`config.mk`:
```
export PLATFORM = sky130hd
export DESIGN_NAME = fir_out_decim_fifo
export DESIGN_NICKNAME = d
export VERILOG_FILES = /design/src/rtl/fir_out_pkg.sv /design/src/rtl/sync_fifo_fwft.sv /design/src/rtl/fir_out_decim_fifo.sv
export SDC_FILE = /design/constraint.sdc
export NUM_CORES = 1
export LEC_CHECK = 0
export BUFFER_PORTS_ARGS = -buffer_cell sky130_fd_sc_hd__buf_2
export CORE_MARGIN = 3
export CORE_UTILIZATION = 45
export DETAILED_ROUTE_END_ITERATION = 10
export PLACE_DENSITY = 0.61
export RECOVER_POWER = 100
export SLEW_MARGIN = 30
export SYNTH_ARGS = -nofsm -noshare
export SYNTH_HDL_FRONTEND = slang
export SYNTH_SLANG_ARGS = --single-unit
```
`constraint.sdc`:
```
create_clock -name i_clk -period 3.1 [get_ports i_clk]
set_input_delay 0.155 -clock i_clk [delete_from_list [all_inputs] [get_ports i_clk]]
set_output_delay 0.155 -clock i_clk [all_outputs]
set_load 0.01 [all_outputs]
```
`src/rtl/fir_out_pkg.sv`:
```
// Shared types and helpers for the FIR output decimation path:
// round/saturate arithmetic, FIFO count sizing and depth legality.
package fir_out_pkg;

  localparam int unsigned RS_W = 64;

  typedef logic signed [RS_W-1:0] rs_val_t;

  typedef struct packed {
    logic    sat;
    rs_val_t val;
  } rs_t;

  localparam int unsigned DEF_DEPTH = 8;

  // Occupancy needs to represent 0..depth inclusive.
  function automatic int unsigned count_w(input int unsigned depth);
    return $clog2(depth) + 1;
  endfunction

  localparam int unsigned DEF_COUNT_W = count_w(DEF_DEPTH);

  function automatic bit depth_ok(input int unsigned depth);
    return (depth >= 2) && ((depth & (depth - 1)) == 0);
  endfunction

  // Round half toward +inf, drop shift LSBs, clamp to a signed ow-bit range.
  function automatic rs_t round_sat(input rs_val_t x, input int unsigned shift,
                                    input int unsigned ow);
    rs_val_t v;
    rs_val_t hi;
    rs_val_t lo;
    rs_t     r;
    v = x;
    if (shift != 0) begin
      v = v + (rs_val_t'(1) <<< (shift - 1));
    end
    v     = v >>> shift;
    hi    = (rs_val_t'(1) <<< (ow - 1)) - rs_val_t'(1);
    lo    = -(rs_val_t'(1) <<< (ow - 1));
    r.sat = 1'b0;
    r.val = v;
    if (v > hi) begin
      r.sat = 1'b1;
      r.val = hi;
    end else if (v < lo) begin
      r.sat = 1'b1;
      r.val = lo;
    end
    return r;
  endfunction

endpackage

```
`src/rtl/sync_fifo_fwft.sv`:
```
// Single-clock first-word-fall-through FIFO; the head word is visible on
// rd_data whenever empty is low. Shared by accelerator output paths.
module sync_fifo_fwft
  import fir_out_pkg::*;
#(
  parameter int unsigned DW    = 16,
  parameter int unsigned DEPTH = 8
) (
  input  logic                      clk,
  input  logic                      reset,
  input  logic                      flush,
  input  logic                      wr_en,
  input  logic [DW-1:0]             wr_data,
  output logic                      full,
  input  logic                      rd_en,
  output logic [DW-1:0]             rd_data,
  output logic                      empty,
  output logic [count_w(DEPTH)-1:0] count
);

  localparam int unsigned AW    = $clog2(DEPTH);
  localparam int unsigned CNT_W = count_w(DEPTH);

  if (!depth_ok(DEPTH)) begin : g_depth_chk
    $error("sync_fifo_fwft: DEPTH must be a power of 2 and >= 2");
  end

  logic [DW-1:0] mem [DEPTH];
  logic [AW-1:0] wr_ptr;
  logic [AW-1:0] rd_ptr;
  logic          do_wr_c;
  logic          do_rd_c;

  assign empty   = (count == '0);
  assign full    = (count == CNT_W'(DEPTH));
  assign rd_data = mem[rd_ptr];

  // A pop frees a slot in the same cycle, so a full FIFO can still accept a write.
  assign do_rd_c = rd_en && !empty;
  assign do_wr_c = wr_en && (!full || do_rd_c);

  always_ff @(posedge clk) begin
    if (reset || flush) begin
      mem    <= '{default: '0};
      wr_ptr <= '0;
      rd_ptr <= '0;
      count  <= '0;
    end else begin
      if (do_wr_c) begin
        mem[wr_ptr] <= wr_data;
        wr_ptr      <= wr_ptr + AW'(1);
      end
      if (do_rd_c) begin
        rd_ptr <= rd_ptr + AW'(1);
      end
      case ({do_wr_c, do_rd_c})
        2'b10:   count <= count + CNT_W'(1);
        2'b01:   count <= count - CNT_W'(1);
        default: count <= count;
      endcase
    end
  end

endmodule

```
`src/rtl/fir_out_decim_fifo.sv`:
```
// FIR output stage: drop warm-up samples, decimate, round/saturate to bus
// width and buffer kept words in a FWFT FIFO for the bus-side reader.
module fir_out_decim_fifo
  import fir_out_pkg::*;
#(
  parameter int unsigned IW    = 31,
  parameter int unsigned OW    = 16,
  parameter int unsigned SHIFT = 11,
  parameter int unsigned DECIM = 4,
  parameter int unsigned NWARM = 5,
  parameter int unsigned DEPTH = 8
) (
  input  logic                      i_clk,
  input  logic                      i_reset,
  input  logic                      i_ce,
  input  logic signed [IW-1:0]      i_result,
  input  logic                      i_clear,
  output logic [OW-1:0]             o_data,
  output logic                      o_valid,
  input  logic                      i_ready,
  output logic [count_w(DEPTH)-1:0] o_count,
  output logic                      o_overflow,
  output logic                      o_sat
);

  localparam int unsigned WARM_W = (NWARM > 0) ? $clog2(NWARM + 1) : 1;
  localparam int unsigned PH_W   = (DECIM > 1) ? $clog2(DECIM) : 1;

  if (DECIM < 1) begin : g_decim_chk
    $error("fir_out_decim_fifo: DECIM must be >= 1");
  end

  logic [WARM_W-1:0]  warm_cnt;
  logic [PH_W-1:0]    phase;
  logic               warm_done_c;
  logic               keep_c;
  logic signed [IW:0] ext_c;
  rs_t                rs_c;
  logic               stage_vld;
  logic [OW-1:0]      stage_data;
  logic               fifo_full;
  logic               fifo_empty;
  logic               overflow_c;
  logic               flush_c;

  assign flush_c     = i_reset || i_clear;
  assign warm_done_c = (warm_cnt == WARM_W'(NWARM));
  assign keep_c      = i_ce && warm_done_c && (phase == '0);
  assign ext_c       = {i_result[IW-1], i_result};

  always_comb begin
    rs_c = round_sat(rs_val_t'(ext_c), SHIFT, OW);
  end

  // Warm-up count saturates at NWARM; the phase only runs once warm-up is over.
  always_ff @(posedge i_clk) begin
    if (flush_c) begin
      warm_cnt <= '0;
      phase    <= '0;
    end else if (i_ce) begin
      if (!warm_done_c) begin
        warm_cnt <= warm_cnt + WARM_W'(1);
      end else if (phase == PH_W'(DECIM - 1)) begin
        phase <= '0;
      end else begin
        phase <= phase + PH_W'(1);
      end
    end
  end

  // Stage register between round/saturate and the FIFO write port.
  always_ff @(posedge i_clk) begin
    if (flush_c) begin
      stage_vld  <= 1'b0;
      stage_data <= '0;
    end else begin
      stage_vld <= keep_c;
      if (keep_c) begin
        stage_data <= OW'(rs_c.val);
      end
    end
  end

  // A full FIFO only drops the staged word when the reader is not popping.
  assign overflow_c = stage_vld && fifo_full && !i_ready;

  always_ff @(posedge i_clk) begin
    if (flush_c) begin
      o_sat      <= 1'b0;
      o_overflow <= 1'b0;
    end else begin
      if (keep_c && rs_c.sat) begin
        o_sat <= 1'b1;
      end
      if (overflow_c) begin
        o_overflow <= 1'b1;
      end
    end
  end

  sync_fifo_fwft #(
    .DW    (OW),
    .DEPTH (DEPTH)
  ) u_fifo (
    .clk     (i_clk),
    .reset   (i_reset),
    .flush   (i_clear),
    .wr_en   (stage_vld),
    .wr_data (stage_data),
    .full    (fifo_full),
    .rd_en   (i_ready),
    .rd_data (o_data),
    .empty   (fifo_empty),
    .count   (o_count)
  );

  assign o_valid = !fifo_empty;

endmodule

```
==> qor.txt <==
Dpl ws: 539 ps
Post-CTS resize count: 0
Synth Area per Inst: 8.49 um^2
DRC violations left: 0
Nets: 944
HPWL after DPL: 11800 um
Diodes inserted: 0
Tightest Hold Check Type: in -> reg
CTS buffer count: 17
Reg2Reg Launch Point: u_fifo.count[0]
Worst Tran Pin Value: 1100 ps
Sequential share of the synthesized area: 0.436
GRT Residual Overflow: 0
R2R Path End: u_fifo.mem[79]
Placed cell areas: 7880 um^2
FF/Latch Area: 3250 um^2
Gpl congestion: 0.756
Setup bufs post-CTS: 0
Maxcap violations: 0
Largest net degree at the start of global routing: 145
Hold Path Origin: i_reset
EDFF count, synth: 0
Setup Total Neg Slack: 0 ps
Setup crit end kind: output pin
Max-slew headroom: 0.264
Synth-to-Final Area Change: 13.0%
Power Dens Cells: 506 nW/um^2
Fin crit share: 0.897
Maximum vdd drop: 0.422 mV
Cell Rows: 46
Top FF cell, synth: dfxtp_1
Die ar.: 18100 um^2
Leak pwr: 2.72 nW
Worst Hold Path EP: stage_data[15]
Fillers: 1561
Pre-Repair DR Iteration Count: 5
WP data arrival: 2630 ps
Slew Limit Fails: 0
Largest cells by area after synthesis: dfxtp_1 (44%), nand2_1 (14%), a21oi_1 (10%), mux4_2 (9.7%), mux2_2 (2.4%)
Die span in y: 135 um
Inst Count DP: 1094
RSZ-0062 raised after global routing: false
R2R depth: 8
Final WL: 19000 um
Share of cells above drive strength 1: 0.168
Max clock buf depth: 2
Max H-tree Level: 4
IO Port Bufs: 48
First-pass GRT wire length: 30700 um
Initial antenna violation count: 0
DR iter-0 viols: 538
Routed vias/inst: 5.36
Clk_skew: 7.12 ps
Yosys reg bits: 162
Most frequent cells after synthesis: nand2_1 (286), dfxtp_1 (162), a21oi_1 (154), clkbuf_1 (36), mux4_2 (32)
Final setup vio count: 0
WS Path Type: reg -> out
Clock Latency Late Sink: 420 ps
# IOs: 59
Status: finished, final reports clean
R2R Setup Slk: 430 ps
DR vias: 6034
Synthesized cell area: 7430 um^2
Gr usage total: 0.218
Yosys warns: 0
Initial Utilization: 0.464
Asr flop ratio synth: 0
Post-Synthesis Cells: 875
Clock Root Buffer: clkbuf_16
Post-CTS Hold Buffers: 0
Worst setup margin: 319 ps
FMAX: 360 MHz
CTS clk-pin slew, worst paths: 60 ps
Fin crit period: 2780 ps
Yosys top cell by area: dfxtp_1
CTS tree: built
Yosys top cell area share: 0.436
Hold WS: 47.9 ps
Final Hold Viols: 0
TritonCTS sink count: 162
Area of the multi-input gates: 3860 um^2
Final instance area: 8400 um^2
Top-count cell post-synth: nand2_1
Post-synthesis net count: 922
CP required: 2940 ps
WL/cell: 16.9 um
CP Launch Type: flip-flop
Vias in the first global route: 5763
Hold Path Stages: 3
Max FO, Critical Path: 21
Layout Cells excl Fill: 1126
Synth cell types: 51
Post-route ant nets: 0
Die outline width: 135 um
Core ar.: 16000 um^2
[layout make-up]
cell class / count / area share
clock buffers: 23 / 0.0557
clock inverters: 9 / 0.0127
inverters: 12 / 0.00536
multi-input cells: 631 / 0.459
flip-flops and latches: 162 / 0.386
well taps: 216 / 0.0322
repair buffers: 73 / 0.0486
[state kept, by name (all words and copies together) (netlist names)]
register and flops:
u_fifo.mem 128, stage_data 16, u_fifo.count 4, u_fifo.rd_ptr 3, u_fifo.wr_ptr 3, warm_cnt 3
phase 2, o_overflow 1, o_sat 1, stage_vld 1
[power breakdown]
part           internal (W)  switching, W
Sequential          0.00208    0.00000112
Combinational     0.0000354     0.0000768
Clock               0.00123      0.000831
[placed cells by master (no fill, tap or decap), types with 4 or more instances in the layout]
| master | n |
|---|---|
| a21oi_1 | 153 |
| a22oi_1 | 6 |
| a22oi_2 | 9 |
| and3_1 | 5 |
| buf_2 | 31 |
| buf_4 | 15 |
| clkbuf_1 | 24 |
| clkbuf_16 | 17 |
| clkbuf_2 | 5 |
| dfxtp_1 | 160 |
| ha_1 | 10 |
| inv_1 | 12 |
| mux2_2 | 13 |
| mux4_2 | 32 |
| nand2_1 | 286 |
| nand3_1 | 9 |
| nand3b_1 | 4 |
| nor2_1 | 30 |
| or3_1 | 4 |
| xnor2_1 | 12 |
| xor2_1 | 10 |
[stage by stage]
stage | power [W] | util
after floorplan | 0.00220 | -
after global placement | 0.00224 | 0.492
after detailed placement | 0.00224 | 0.492
after CTS | 0.00428 | 0.528
after global routing | 0.00438 | 0.525
final | 0.00425 | 0.525
[metal layers]
layer / vias to the layer above / track usage / part of all wire
li1: 3015 / - / -
met1: 2855 / 0.295 / 0.46
met2: 137 / 0.356 / 0.48
met3: 27 / 0.0369 / 0.044
met4: 0 / 0.0730 / 0.017
met5: - / 0 / 0
[worst max path at each step]
| stage | endpoint | slack, ps | startpoint | cells after the start |
|---|---|---|---|---|
| 6_report | o_data[2] | 320 | u_fifo.rd_ptr[1] | 4 |
| 5_1_grt | u_fifo.mem[7] | 180 | u_fifo.count[0] | 8 |
| 4_1_cts | o_data[3] | 510 | u_fifo.rd_ptr[0] | 4 |
| 3_5_place_dp | u_fifo.count[3] | 540 | u_fifo.count[0] | 10 |
| 3_3_place_gp | u_fifo.count[3] | 570 | u_fifo.count[0] | 10 |
| 2_1_floorplan | u_fifo.count[3] | 570 | u_fifo.count[0] | 9 |
[worst max-delay path, stage by stage, from the launching register on]
cell and delay [ps]:
dfxtp_2 780, clkbuf_1 590, mux4_2 430, mux2_2 280, clkbuf_1 130
[cell families (layout without fill, tap and decap cells)]
logic type,count (synthesis),after routing,synth area share
buffers and inverters,82,117,0.0445
XOR/XNOR,22,22,0.0259
AO/OA/AOI/OAI,186,186,0.143
multiplexers,49,49,0.123
AND/OR/NAND/NOR,363,363,0.208
adder cells (fa/ha/maj),11,11,0.0195
flip-flops,162,162,0.436
Note: power is estimated with default switching activity, not from simulation.
